**config.mk**
```make
export PLATFORM = sky130hd
export DESIGN_NAME = decode_stage_flat
export DESIGN_NICKNAME = d
export VERILOG_FILES = /design/src/rtl/decode_stage_if.sv /design/src/rtl/decode_stage.sv /design/src/flat_wrapper.sv
export SDC_FILE = /design/constraint.sdc
export NUM_CORES = 1
export LEC_CHECK = 0
export BUFFER_PORTS_ARGS = -buffer_cell sky130_fd_sc_hd__buf_2
export CORE_ASPECT_RATIO = 1.25
export CORE_MARGIN = 2
export CORE_UTILIZATION = 42
export CTS_BUF_LIST = sky130_fd_sc_hd__clkbuf_8
export CTS_CLUSTER_SIZE = 20
export DETAILED_ROUTE_END_ITERATION = 12
export PLACE_DENSITY = 0.71
export SLEW_MARGIN = 20
export SYNTH_ARGS = -nofsm -noshare
export SYNTH_HDL_FRONTEND = slang
export SYNTH_SLANG_ARGS = --single-unit
```
**constraint.sdc**
```tcl
create_clock -name clk -period 7.8 [get_ports clk]
set_input_delay 0 -clock clk [delete_from_list [all_inputs] [get_ports clk]]
set_output_delay 0 -clock clk [all_outputs]
set_load 0.01 [all_outputs]
```
**src/rtl/decode_stage_if.sv**
```systemverilog
// Handshake and decoded-bundle signals between fetch, decode and execute.
// valid/ready: a beat moves on a rising clk edge when valid && ready; the producer holds valid and the payload steady until that beat.
interface decode_stage_if;
  logic        in_valid;
  logic        in_ready;
  logic [31:0] instr;
  logic [31:0] in_pc;
  logic        out_valid;
  logic        out_ready;
  logic [31:0] out_pc;
  logic [4:0]  rs1_addr;
  logic [4:0]  rs2_addr;
  logic [4:0]  rd_addr;
  logic        rd_we;
  logic        is_lui;
  logic        is_i_type;
  logic        is_branch;
  logic [3:0]  alu_ops;
  logic [31:0] imm;
  logic        illegal;

  modport slave (
    input  in_valid, instr, in_pc, out_ready,
    output in_ready, out_valid, out_pc, rs1_addr, rs2_addr, rd_addr, rd_we,
           is_lui, is_i_type, is_branch, alu_ops, imm, illegal
  );

  modport master (
    output in_valid, instr, in_pc, out_ready,
    input  in_ready, out_valid, out_pc, rs1_addr, rs2_addr, rd_addr, rd_we,
           is_lui, is_i_type, is_branch, alu_ops, imm, illegal
  );
endinterface

```
**src/rtl/decode_stage.sv**
```systemverilog
// RV32 subset decoder: one registered output bundle, single-entry pipeline stage
// with flush and a saturating count of accepted illegal instructions.
module decode_stage (
    input  logic         clk,
    input  logic         rst,
    input  logic         flush,
    decode_stage_if.slave bus,
    output logic [15:0]  illegal_count
);

    logic        out_valid_q;
    logic [31:0] out_pc_q;
    logic [4:0]  rs1_q, rs2_q, rd_q;
    logic        rd_we_q, is_lui_q, is_i_type_q, is_branch_q, illegal_q;
    logic [3:0]  alu_ops_q;
    logic [31:0] imm_q;
    logic [15:0] illegal_count_q;

    logic        d_lui, d_i_type, d_branch, d_illegal, d_writes, d_rd_we;
    logic [3:0]  d_alu;
    logic [31:0] d_imm;
    logic [6:0]  opcode;
    logic [2:0]  funct3;
    logic [6:0]  funct7;
    logic        in_fire;

    assign opcode = bus.instr[6:0];
    assign funct3 = bus.instr[14:12];
    assign funct7 = bus.instr[31:25];

    always_comb begin
        d_lui     = 1'b0;
        d_i_type  = 1'b0;
        d_branch  = 1'b0;
        d_illegal = 1'b0;
        d_writes  = 1'b0;
        d_alu     = 4'b0000;
        d_imm     = 32'h0;
        case (opcode)
            7'b0110111: begin
                d_lui    = 1'b1;
                d_writes = 1'b1;
                d_imm    = {12'b0, bus.instr[31:12]};
            end
            7'b0010011: begin
                d_i_type = 1'b1;
                d_writes = 1'b1;
                d_imm    = {{20{bus.instr[31]}}, bus.instr[31:20]};
                case (funct3)
                    3'b000:  d_alu = 4'b0000;
                    3'b100:  d_alu = 4'b0010;
                    3'b010:  d_alu = 4'b1000;
                    3'b011:  d_alu = 4'b1011;
                    default: d_illegal = 1'b1;
                endcase
            end
            7'b1100011: begin
                d_branch = 1'b1;
                d_imm    = {{20{bus.instr[31]}}, bus.instr[7], bus.instr[30:25],
                            bus.instr[11:8], 1'b0};
                case (funct3)
                    3'b000:  d_alu = 4'b0000;
                    3'b001:  d_alu = 4'b0001;
                    3'b100:  d_alu = 4'b0010;
                    3'b101:  d_alu = 4'b0011;
                    default: d_illegal = 1'b1;
                endcase
            end
            7'b0110011: begin
                d_writes = 1'b1;
                case ({funct7, funct3})
                    10'b0000000_000: d_alu = 4'b0000;
                    10'b0100000_000: d_alu = 4'b0001;
                    10'b0000000_100: d_alu = 4'b0010;
                    10'b0000000_110: d_alu = 4'b0011;
                    10'b0000000_111: d_alu = 4'b0100;
                    10'b0000000_001: d_alu = 4'b0101;
                    10'b0000000_101: d_alu = 4'b0110;
                    10'b0000000_010: d_alu = 4'b1001;
                    10'b0000001_000: d_alu = 4'b1100;
                    10'b0000001_100: d_alu = 4'b1101;
                    default:         d_illegal = 1'b1;
                endcase
            end
            default: d_illegal = 1'b1;
        endcase
        // An illegal word must leave no side effects in execute.
        if (d_illegal) begin
            d_lui    = 1'b0;
            d_i_type = 1'b0;
            d_branch = 1'b0;
            d_writes = 1'b0;
            d_alu    = 4'b0000;
            d_imm    = 32'h0;
        end
    end

    assign d_rd_we      = d_writes && (bus.instr[11:7] != 5'd0);
    assign bus.in_ready = !out_valid_q || bus.out_ready;
    assign in_fire      = bus.in_valid && bus.in_ready;

    always_ff @(posedge clk or posedge rst) begin
        if (rst) begin
            out_valid_q     <= 1'b0;
            out_pc_q        <= 32'h0;
            rs1_q           <= 5'd0;
            rs2_q           <= 5'd0;
            rd_q            <= 5'd0;
            rd_we_q         <= 1'b0;
            is_lui_q        <= 1'b0;
            is_i_type_q     <= 1'b0;
            is_branch_q     <= 1'b0;
            alu_ops_q       <= 4'b0000;
            imm_q           <= 32'h0;
            illegal_q       <= 1'b0;
            illegal_count_q <= 16'h0;
        end else if (flush) begin
            // The killed word is never counted, even if it was illegal.
            out_valid_q <= 1'b0;
        end else if (in_fire) begin
            out_valid_q <= 1'b1;
            out_pc_q    <= bus.in_pc;
            rs1_q       <= bus.instr[19:15];
            rs2_q       <= bus.instr[24:20];
            rd_q        <= bus.instr[11:7];
            rd_we_q     <= d_rd_we;
            is_lui_q    <= d_lui;
            is_i_type_q <= d_i_type;
            is_branch_q <= d_branch;
            alu_ops_q   <= d_alu;
            imm_q       <= d_imm;
            illegal_q   <= d_illegal;
            if (d_illegal && (illegal_count_q != 16'hFFFF))
                illegal_count_q <= illegal_count_q + 16'd1;
        end else if (bus.out_ready) begin
            out_valid_q <= 1'b0;
        end
    end

    assign bus.out_valid = out_valid_q;
    assign bus.out_pc    = out_pc_q;
    assign bus.rs1_addr  = rs1_q;
    assign bus.rs2_addr  = rs2_q;
    assign bus.rd_addr   = rd_q;
    assign bus.rd_we     = rd_we_q;
    assign bus.is_lui    = is_lui_q;
    assign bus.is_i_type = is_i_type_q;
    assign bus.is_branch = is_branch_q;
    assign bus.alu_ops   = alu_ops_q;
    assign bus.imm       = imm_q;
    assign bus.illegal   = illegal_q;
    assign illegal_count = illegal_count_q;

endmodule

```
**src/flat_wrapper.sv**
```systemverilog
// flat-port wrapper written by rule: the top's interface ports become plain ports
module decode_stage_flat 
  (clk, rst, flush, illegal_count, bus_in_valid, bus_instr, bus_in_pc, bus_out_ready, bus_in_ready, bus_out_valid, bus_out_pc, bus_rs1_addr, bus_rs2_addr, bus_rd_addr, bus_rd_we, bus_is_lui, bus_is_i_type, bus_is_branch, bus_alu_ops, bus_imm, bus_illegal);
  decode_stage_if bus_i ();
  input  logic clk;
  input  logic rst;
  input  logic flush;
  output logic [15:0] illegal_count;
  input wire logic [$bits(bus_i.in_valid)-1:0] bus_in_valid;
  input wire logic [$bits(bus_i.instr)-1:0] bus_instr;
  input wire logic [$bits(bus_i.in_pc)-1:0] bus_in_pc;
  input wire logic [$bits(bus_i.out_ready)-1:0] bus_out_ready;
  output wire logic [$bits(bus_i.in_ready)-1:0] bus_in_ready;
  output wire logic [$bits(bus_i.out_valid)-1:0] bus_out_valid;
  output wire logic [$bits(bus_i.out_pc)-1:0] bus_out_pc;
  output wire logic [$bits(bus_i.rs1_addr)-1:0] bus_rs1_addr;
  output wire logic [$bits(bus_i.rs2_addr)-1:0] bus_rs2_addr;
  output wire logic [$bits(bus_i.rd_addr)-1:0] bus_rd_addr;
  output wire logic [$bits(bus_i.rd_we)-1:0] bus_rd_we;
  output wire logic [$bits(bus_i.is_lui)-1:0] bus_is_lui;
  output wire logic [$bits(bus_i.is_i_type)-1:0] bus_is_i_type;
  output wire logic [$bits(bus_i.is_branch)-1:0] bus_is_branch;
  output wire logic [$bits(bus_i.alu_ops)-1:0] bus_alu_ops;
  output wire logic [$bits(bus_i.imm)-1:0] bus_imm;
  output wire logic [$bits(bus_i.illegal)-1:0] bus_illegal;
  assign bus_i.in_valid = bus_in_valid;
  assign bus_i.instr = bus_instr;
  assign bus_i.in_pc = bus_in_pc;
  assign bus_i.out_ready = bus_out_ready;
  assign bus_in_ready = bus_i.in_ready;
  assign bus_out_valid = bus_i.out_valid;
  assign bus_out_pc = bus_i.out_pc;
  assign bus_rs1_addr = bus_i.rs1_addr;
  assign bus_rs2_addr = bus_i.rs2_addr;
  assign bus_rd_addr = bus_i.rd_addr;
  assign bus_rd_we = bus_i.rd_we;
  assign bus_is_lui = bus_i.is_lui;
  assign bus_is_i_type = bus_i.is_i_type;
  assign bus_is_branch = bus_i.is_branch;
  assign bus_alu_ops = bus_i.alu_ops;
  assign bus_imm = bus_i.imm;
  assign bus_illegal = bus_i.illegal;
  decode_stage u_core (.clk(clk), .rst(rst), .flush(flush), .bus(bus_i), .illegal_count(illegal_count));
endmodule
```
==> results of run 1 <==
## timing repair
action / 4_1_cts / 5_1_grt
resized for setup: 0 / 0
hold endpoints to repair: 104 / 0
hold buffers: 58 / 0
buffers inserted: 0 / 0
## worst max-delay path: stages
cell and delay [ns]:
dlygate4sd3_1 0.54, buf_2 0.14, nor3_1 0.26, nand2_1 0.16, a311o_1 0.43, nor3_4 0.61, nand2_1 0.50, o21ai_0 0.32
## cell families (layout without fill, tap and decap cells)
family / after synthesis / in the layout / synth area share [%]
xor+xnor: 14 / 14 / 2.85
simple gates: 270 / 270 / 27.4
buf+inv: 44 / 258 / 4.86
fa+ha+maj: 1 / 1 / 0.291
flops: 94 / 94 / 54.7
mux: 4 / 4 / 1.05
compound gates: 59 / 59 / 8.79
## per-stage QoR
step	util (%)	hold slack (ns)	setup slack (ns)
3_5_place_dp	51.6	0.0523	5.31
4_1_cts	59.3	0.00776	5.16
6_report	59.3	0.0324	5.09
2_1_floorplan	-	0.0664	5.35
5_1_grt	59.3	0.0795	4.98
3_3_place_gp	51.6	0.0453	5.43
## cell usage after synthesis, types with 2 or more instances
cell      number
a21oi_1       13
a222oi_1       5
a22oi_1        8
and3_1         3
buf_1          2
buf_2          2
buf_4         11
clkbuf_1      23
dfrtp_1       94
inv_1          6
mux2_1         3
nand2_1      186
nand2b_1       4
nand3_1        7
nand3b_1       3
nand4_1        5
nor2_1        22
nor2b_1        4
nor3_1        13
nor3b_1        2
nor4_1        11
o21ai_0        8
o21ai_1       12
o22ai_1        2
o31ai_1        2
or3_1          3
xnor2_1        2
xor2_1        12
## final timing paths
| check | to | slack, ns | cells after the start |
|---|---|---|---|
| min in group asynchronous | u_core.bus.out_pc[22]$_DFFE_PP0P_ | 0.19 | 3 |
| min reg2reg | u_core.bus.out_pc[30]$_DFFE_PP0P_ | 0.48 | 2 |
| min | u_core.bus.rd_we$_DFFE_PP0P_ | 0.03 | 5 |
| max | u_core.bus.imm[7]$_DFFE_PP0P_ | 5.09 | 8 |
| max in group asynchronous | u_core.bus.out_pc[25]$_DFFE_PP0P_ | 6.50 | 4 |
| max reg2reg | u_core.illegal_count[15]$_DFFE_PP0P_ | 5.45 | 6 |
## flip-flops by register name, summed over array words and instances (netlist names), 4 cells and up
signal,flops
u_core.bus.alu_ops,4
u_core.bus.imm,21
u_core.bus.out_pc,32
u_core.bus.rd_addr,5
u_core.bus.rs1_addr,5
u_core.bus.rs2_addr,5
u_core.illegal_count,16
## cell type report
class | count | share of cell area (%)
Clock inverter | 7 | 1.26
Clock buffer | 9 | 2.08
Timing Repair Buffer | 236 | 24.8
Tap cell | 129 | 2.70
Multi-Input combinational cell | 348 | 29.3
Sequential cell | 94 | 39.4
Inverter | 6 | 0.419
## power by group through the flow
stage | clock [W] | sequential, W | combinational, W
3_5_place_dp | 0 | 0.000593 | 0.000219
5_1_grt | 0.000350 | 0.000591 | 0.000268
6_report | 0.000321 | 0.000584 | 0.000241
2_1_floorplan | 0 | 0.000616 | 0.0000864
4_1_cts | 0.000332 | 0.000585 | 0.000242
3_3_place_gp | 0 | 0.000590 | 0.000214
## cells in the final DEF (no fill, tap or decap), drive strengths merged, types with 4 or more instances in the layout
cell type / instances
nand4: 5
mux2: 4
a222oi: 5
a22oi: 8
nor2b: 4
nand2b: 4
dlygate4sd3: 58
a21oi: 13
dfrtp: 94
nand2: 186
xor2: 12
nor2: 22
nor4: 11
nand3: 7
inv: 10
nor3: 14
o21ai: 20
clkbuf: 9
buf: 178
## per-layer routing
layer,track usage (%),wire length [um]
met1,27.6,5060
met2,39.9,6450
met3,4.74,862
met4,7.63,241
met5,0,0
==> flow_metrics.tcl, run 1 <==
set metrics [dict create \
    crit_type "input port to register" \
    status "finished, final reports clean" \
    yosysUniqueCellTypes 46 \
    clock_power_share_pct 28.0 \
    worstPathArrival_ns 2.97 \
    crit_path_max_fanout 19 \
    avgSynthCellArea_um2 8.84 \
    antenna_found_initial 0 \
    max-clock-path-buffers 2 \
    synth_top_area_share_pct 54.7 \
    drcViolationCount 0 \
    syn-cell-area_mm2 0.00430 \
    grt_max_degree 78 \
    period_share_pct 34.7 \
    comb_power_share_pct 21.0 \
    max-vdd-ir-drop_v 0.000130 \
    p_int_w 0.000775 \
    nNetsFinal 765 \
    worst_hold_path_type "input port to register" \
    die_w_um 94.5 \
    finalWeightedCongestion 0.826 \
    die_y_um 117 \
    synth_edf_count 0 \
    cp-end-kind "register" \
    p_sw_w 0.000370 \
    wl_um 12600 \
    grt_pass1_vias 3949 \
    ant_nets 0 \
    synth_flop_cell "dfrtp_1" \
    antenna_cells 0 \
    ioPinCount 175 \
    place_area_mm2 0.00519 \
    fillers 932 \
    fin_total_pwr_w 0.00115 \
    synth_area_leaders "dfrtp_1 (55%), nand2_1 (16%), xor2_1 (2.4%), clkbuf_1 (2.0%), buf_4 (1.9%)" \
    cts_made_buffers 9 \
    max_freq_mhz 370 \
    post-route-min-period_ns 2.71 \
    area_delta_synth_final_pct 38.8 \
    synth-seq-cells 94 \
    rsz0062_at_grt "false" \
    h-tree-depth 3 \
    first_pass_iters 5 \
    syn_inst 486 \
    slew_viol_final 0 \
    coreArea_mm2 0.0101 \
    port_buffers 174 \
    vias 4220 \
    final_area_mm2 0.00597 \
    num_rows 41 \
    ff_latch_area_mm2 0.00235 \
    clock_sinks 94 \
    clk_latency_ns 0.37 \
    startpoint "bus_instr[26]" \
    min_from "bus_instr[0]" \
    wl_per_cell_um 15.2 \
    swShare_pct 32.3 \
    power.density_mw_per_mm2 192 \
    grt_pass1_wl_um 19400 \
    p_leak_nw 3.13 \
    cap_violations 0 \
    async_flop_share_pct 100 \
    setup_viol_count_final 0 \
    skew_ns 0.0114 \
    overflow 0 \
    clk_pin_slew_ns 0.10 \
    tightest_slew_ns 0.976 \
    cts_tree "yes" \
    grt_util_all_layers_pct 22.6 \
    viasPerCell 5.09 \
    clockRootBuffer "clkbuf_8" \
    floorplan.die_area_mm2 0.0111 \
    dp_hpwl_um 8320 \
    syn_nets 556 \
    p_seq_share_pct 51.0 \
    required_ns 8.07 \
    drt_iter0_drc 261 \
    slew_headroom_pct 34.5 \
    start_util_pct 42.7 \
    hold_viol_final 0 \
    r2r_start "u_core.bus.out_valid$_DFFE_PP0P_" \
    drive_above_1_share_pct 28.7 \
    yosysWarnings 0 \
    setup.worst_path.start_class "input port" \
    synth_seq_area_share_pct 54.7 \
    stdcell_count 829 \
    multi_input_area_mm2 0.00175 \
    yosys.area.top_type "dfrtp_1" \
    dp.cells 755 \
    fin_setup_tns_ns 0 \
]
No activity file was read; power rests on OpenSTA's default activity.
==> run 2, diff against run 1 <==
--- a/config.mk
+++ b/config.mk
@@ -12,7 +12,7 @@
 export CTS_BUF_LIST = sky130_fd_sc_hd__clkbuf_8
 export CTS_CLUSTER_SIZE = 20
 export DETAILED_ROUTE_END_ITERATION = 12
-export PLACE_DENSITY = 0.71
+export PLACE_DENSITY = 0.74
 export SLEW_MARGIN = 20
 export SYNTH_ARGS = -nofsm -noshare
 export SYNTH_HDL_FRONTEND = slang
==> constraint.sdc (replaced) <==
create_clock -name clk -period 2.4 [get_ports clk]
set_input_delay 0 -clock clk [delete_from_list [all_inputs] [get_ports clk]]
set_output_delay 0 -clock clk [all_outputs]
set_load 0.01 [all_outputs]
==> flow_metrics.tcl, run 2 (synthesis gave the netlist of run 1 again) <==
set metrics [dict create \
    area_delta_synth_final_pct 40.1 \
    layout_commonest_cell "nand2_1" \
    grt_util_all_layers_pct 23.0 \
    fin_hold_ws_ns 0.0404 \
    vias 4296 \
    clk_pin_slew_ns 0.10 \
    overflow 0 \
    wl_um 12700 \
    status "finished, final reports clean" \
    cp-end-kind "register" \
    h-tree-depth 3 \
    viasPerCell 5.13 \
    dp_hpwl_um 8760 \
    max_freq_mhz 442 \
    die_y_um 117 \
    port_buffers 174 \
    drcViolationCount 0 \
    comb_power_share_pct 21.6 \
    antenna_cells 0 \
    largest_register_ff_count 32 \
    start_util_pct 42.7 \
    post-route-min-period_ns 2.26 \
    post_cts_buffers 0 \
    max-vdd-ir-drop_v 0.000482 \
    tightest_slew_ns 0.764 \
    rsz0062_at_grt "false" \
    grt_max_degree 62 \
    crit_path_max_fanout 15 \
    swShare_pct 32.2 \
    crit_top_cell "nor3_1" \
    layout_common_cells "nand2_1 (186), buf_2 (174), dfrtp_1 (94), dlygate4sd3_1 (58), nor2_1 (22)" \
    crit_type "input port to register" \
    drt_iter0_drc 250 \
    num_rows 41 \
    crit_path_top_delay_cell "dlygate4sd3_1" \
    cts_made_buffers 9 \
    grt_pass1_wl_um 19700 \
    ioPinCount 175 \
    nNetsFinal 773 \
    p_seq_share_pct 51.6 \
    final_area_mm2 0.00602 \
    finalWeightedCongestion 0.921 \
    required_ns 2.65 \
    period_share_pct 94.3 \
    hold_viol_final 0 \
    grt_pass1_vias 4037 \
    p_int_w 0.00250 \
    stdcell_count 837 \
    dp.cells 763 \
    wl_per_cell_um 15.1 \
    clk_latency_ns 0.37 \
    slew_headroom_pct 49.0 \
    fillers 875 \
    cts_tree "yes" \
    worst_hold_path_type "input port to register" \
    skew_ns 0.0101 \
    p_sw_w 0.00119 \
    cts_resized 0 \
    post-route-util_pct 59.9 \
    die_w_um 94.5 \
    clock_power_share_pct 26.8 \
    max-clock-path-buffers 2 \
    place_area_mm2 0.00526 \
    antenna_found_initial 0 \
    path_cells "dlygate4sd3_1 > buf_2 > nor3_1 > nand2_1 > a311o_1 > nor3_4 > buf_4 > nor3_1 > mux2_1" \
    cap_violations 0 \
    clock_sinks 94 \
    p_leak_nw 3.15 \
    fin_setup_tns_ns 0 \
    slew_viol_final 0 \
    setup.worst_path.start_class "input port" \
    coreArea_mm2 0.0101 \
    ant_nets 0 \
    drive_above_1_share_pct 29.5 \
    power.density_mw_per_mm2 613 \
    first_pass_iters 5 \
    setup_viol_count_final 0 \
    floorplan.die_area_mm2 0.0111 \
    cp_slowest_stage_delay_ns 0.55 \
    clockRootBuffer "clkbuf_8" \
    worstPathArrival_ns 2.51 \
]
-- run 2: cell count changes in the layout (fill, tap and decap cells not counted), moves of 2 or more --
cell,delta
inv_6,+2
buf_4,+7
inv_8,-3
clkinvlp_4,+3
-- run 2: per-layer routing --
metal,track usage (%),wire (um)
met1,27.8,4990
met2,40.0,6480
met3,4.99,970
met4,8.89,233
met5,0,0
-- run 2: critical path, delay by kind of cell --
kind                   cells  cell delay [ns]
buffers and inverters      3             0.94
AND/OR/NAND/NOR            4             0.81
AO/OA/AOI/OAI              1             0.43
multiplexers               1             0.34
-- run 2: path summary, 6_finish.rpt --
path	start	to	slack (ns)	cells past startpoint
min	bus_instr[12]	u_core.bus.alu_ops[2]$_DFFE_PP0P_	0.04	3
max in group asynchronous	rst	u_core.bus.rs1_addr[4]$_DFFE_PP0P_	1.34	4
max reg2reg	u_core.illegal_count[3]$_DFFE_PP0P_	u_core.illegal_count[1]$_DFFE_PP0P_	0.33	6
min in group asynchronous	rst	u_core.bus.out_pc[0]$_DFFE_PP0P_	0.29	3
min reg2reg	u_core.bus.out_pc[2]$_DFFE_PP0P_	u_core.bus.out_pc[2]$_DFFE_PP0P_	0.48	2
max	bus_instr[26]	u_core.illegal_count[1]$_DFFE_PP0P_	0.14	9
-- run 2: area by class of cell --
| cell class | instances | area, um2 | area share [%] |
|---|---|---|---|
| Clock buffer | 9 | 124 | 2.06 |
| Clock inverter | 7 | 53.8 | 0.894 |
| Inverter | 6 | 26.3 | 0.436 |
| Multi-Input combinational cell | 348 | 1750 | 29.0 |
| Sequential cell | 94 | 2350 | 39.1 |
| Tap cell | 129 | 161 | 2.68 |
| Timing Repair Buffer | 244 | 1550 | 25.8 |
-- run 2: through the flow --
step / worst slack [ns] / total power (W)
2_1_floorplan: 0.468 / 0.00228
3_3_place_gp: 0.338 / 0.00263
3_5_place_dp: 0.302 / 0.00265
4_1_cts: 0.167 / 0.00372
5_1_grt: 0.0519 / 0.00389
6_report: 0.137 / 0.00369
-- run 2: power groups by stage --
stage,combinational [W],sequential [W],clock [W]
2_1_floorplan,0.000281,0.00200,0
3_3_place_gp,0.000708,0.00192,0
6_report,0.000797,0.00190,0.000988
3_5_place_dp,0.000725,0.00193,0
5_1_grt,0.000884,0.00192,0.00108
4_1_cts,0.000799,0.00190,0.00102
-- run 2: timing repair --
action                                  CTS  global route
endpoints found under the setup margin    0             0
endpoints found under the hold margin   100             0
hold buffers                             58             0
==> run 3, diff against run 2 <==
--- a/config.mk
+++ b/config.mk
@@ -13,6 +13,7 @@
 export CTS_CLUSTER_SIZE = 20
 export DETAILED_ROUTE_END_ITERATION = 12
 export PLACE_DENSITY = 0.74
+export SETUP_SLACK_MARGIN = 0.5
 export SLEW_MARGIN = 20
 export SYNTH_ARGS = -nofsm -noshare
 export SYNTH_HDL_FRONTEND = slang
==> flow_metrics.tcl, run 3 (synthesis gave the netlist of run 1 again) <==
set metrics [dict create \
    die_y_um 117 \
    grt_max_degree 47 \
    clockRootBuffer "clkbuf_8" \
    max_freq_mhz 533 \
    die_w_um 94.5 \
    tightest_slew_ns 0.770 \
    drcViolationCount 0 \
    required_ns 2.62 \
    vias 4395 \
    wl_um 13200 \
    slew_headroom_pct 48.2 \
    h-tree-depth 3 \
    grt_util_all_layers_pct 23.7 \
    p_int_w 0.00261 \
    p_leak_nw 3.20 \
    ioPinCount 175 \
    layout_commonest_cell "nand2_1" \
    first_pass_iters 6 \
    grt_pass1_wl_um 20200 \
    max-vdd-ir-drop_v 0.000359 \
    comb_power_share_pct 21.7 \
    worstPathArrival_ns 2.10 \
    cap_violations 0 \
    clk_pin_slew_ns 0.09 \
    drive_above_1_share_pct 31.0 \
    crit_path_max_fanout 7 \
    p_seq_share_pct 50.6 \
    period_share_pct 78.2 \
    largest_register_ff_count 32 \
    drt_iter0_drc 272 \
    finalWeightedCongestion 0.908 \
    crit_type "register to register" \
    overflow 0 \
    ant_nets 0 \
    clk_latency_ns 0.37 \
    start_util_pct 42.7 \
    cts_made_buffers 9 \
    setup.worst_path.start_class "register" \
    worst_hold_path_type "input port to register" \
    clock_sinks 94 \
    area_delta_synth_final_pct 42.8 \
    max-clock-path-buffers 2 \
    port_buffers 174 \
    fin_setup_tns_ns 0 \
    swShare_pct 31.0 \
    layout_common_cells "nand2_1 (184), buf_2 (174), dfrtp_1 (93), dlygate4sd3_1 (58), nor2_1 (20)" \
    rsz0062_at_grt "true" \
    skew_ns 0.0104 \
    antenna_cells 0 \
    coreArea_mm2 0.0101 \
    num_rows 41 \
    power.density_mw_per_mm2 615 \
    place_area_mm2 0.00528 \
    stdcell_count 841 \
    final_area_mm2 0.00614 \
    setup_viol_count_final 0 \
    nNetsFinal 778 \
    hold_viol_final 0 \
    antenna_found_initial 0 \
    wl_per_cell_um 15.7 \
    p_sw_w 0.00117 \
    status "finished, final reports clean" \
    post-route-min-period_ns 1.88 \
    slew_viol_final 0 \
    grt_pass1_vias 4133 \
    viasPerCell 5.23 \
    floorplan.die_area_mm2 0.0111 \
    dp.cells 764 \
    cts_tree "yes" \
    cp-end-kind "register" \
    dp_hpwl_um 8750 \
    clock_power_share_pct 27.7 \
]
## run 3: power by group through the flow
stage               Sequential [W]  Combinational, W  Clock (W)
global route               0.00193          0.000908    0.00112
global placement           0.00193          0.000704          0
floorplan                  0.00200          0.000282          0
detailed placement         0.00193          0.000728          0
CTS                        0.00190          0.000806    0.00106
finish                     0.00191          0.000821    0.00105
## run 3: cell type report
class	count	area, um2
Clock buffer	9	124
Clock inverter	6	63.8
Fill cell	875	3920
Inverter	6	26.3
Multi-Input combinational cell	348	1790
Sequential cell	94	2350
Tap cell	129	161
Timing Repair Buffer	249	1620
## run 3: layer usage
layer | GRT usage [%] | wire length (um) | vias to the layer above
li1 | - | - | 2047
met1 | 28.9 | 5160 | 2078
met2 | 40.1 | 6680 | 226
met3 | 6.34 | 1020 | 44
met4 | 9.28 | 371 | 0
met5 | 0 | 0 | -
## run 3: stage by stage
| step | power, W | util (%) | hold slack (ns) | worst slack (ns) |
|---|---|---|---|---|
| 2_1_floorplan | 0.00228 | - | 0.0664 | 0.526 |
| 3_5_place_dp | 0.00266 | 52.5 | 0.129 | 0.302 |
| 4_1_cts | 0.00377 | 60.3 | 0.00711 | 0.528 |
| 5_1_grt | 0.00396 | 61.0 | 0.0433 | 0.396 |
| 3_3_place_gp | 0.00263 | 52.5 | 0.127 | 0.330 |
| 6_report | 0.00378 | 61.0 | 0.0173 | 0.524 |
## run 3: worst max-delay path, cell delays in order, from the launching register on
cell and delay [ns]:
dfrtp_1 0.39, nor2b_1 0.18, inv_1 0.09, nand3b_1 0.30
a31oi_1 0.63, a21oi_1 0.14
## run 3: worst paths after layout
| check | slack, ns | to | cells past startpoint | startpoint |
|---|---|---|---|---|
| min in group asynchronous | 0.26 | u_core.bus.alu_ops[3]$_DFFE_PP0P_ | 3 | rst |
| min reg2reg | 0.48 | u_core.bus.out_pc[6]$_DFFE_PP0P_ | 2 | u_core.bus.out_pc[6]$_DFFE_PP0P_ |
| max in group asynchronous | 1.39 | u_core.bus.out_pc[5]$_DFFE_PP0P_ | 4 | rst |
| max | 0.52 | u_core.bus.imm[15]$_DFFE_PP0P_ | 5 | u_core.bus.out_valid$_DFFE_PP0P_ |
| min | 0.02 | u_core.bus.imm[19]$_DFFE_PP0P_ | 5 | bus_instr[0] |
| max reg2reg | 0.52 | u_core.bus.imm[15]$_DFFE_PP0P_ | 5 | u_core.bus.out_valid$_DFFE_PP0P_ |
## run 3: repair_timing
item | in CTS | in global routing
hold buffers | 58 | 0
gates resized for setup | 1 | 9
pin swaps | 1 | 1
gates cloned | 0 | 1
hold endpoints to repair | 96 | 0
endpoints found under the setup margin | 17 | 68
setup buffers | 1 | 2
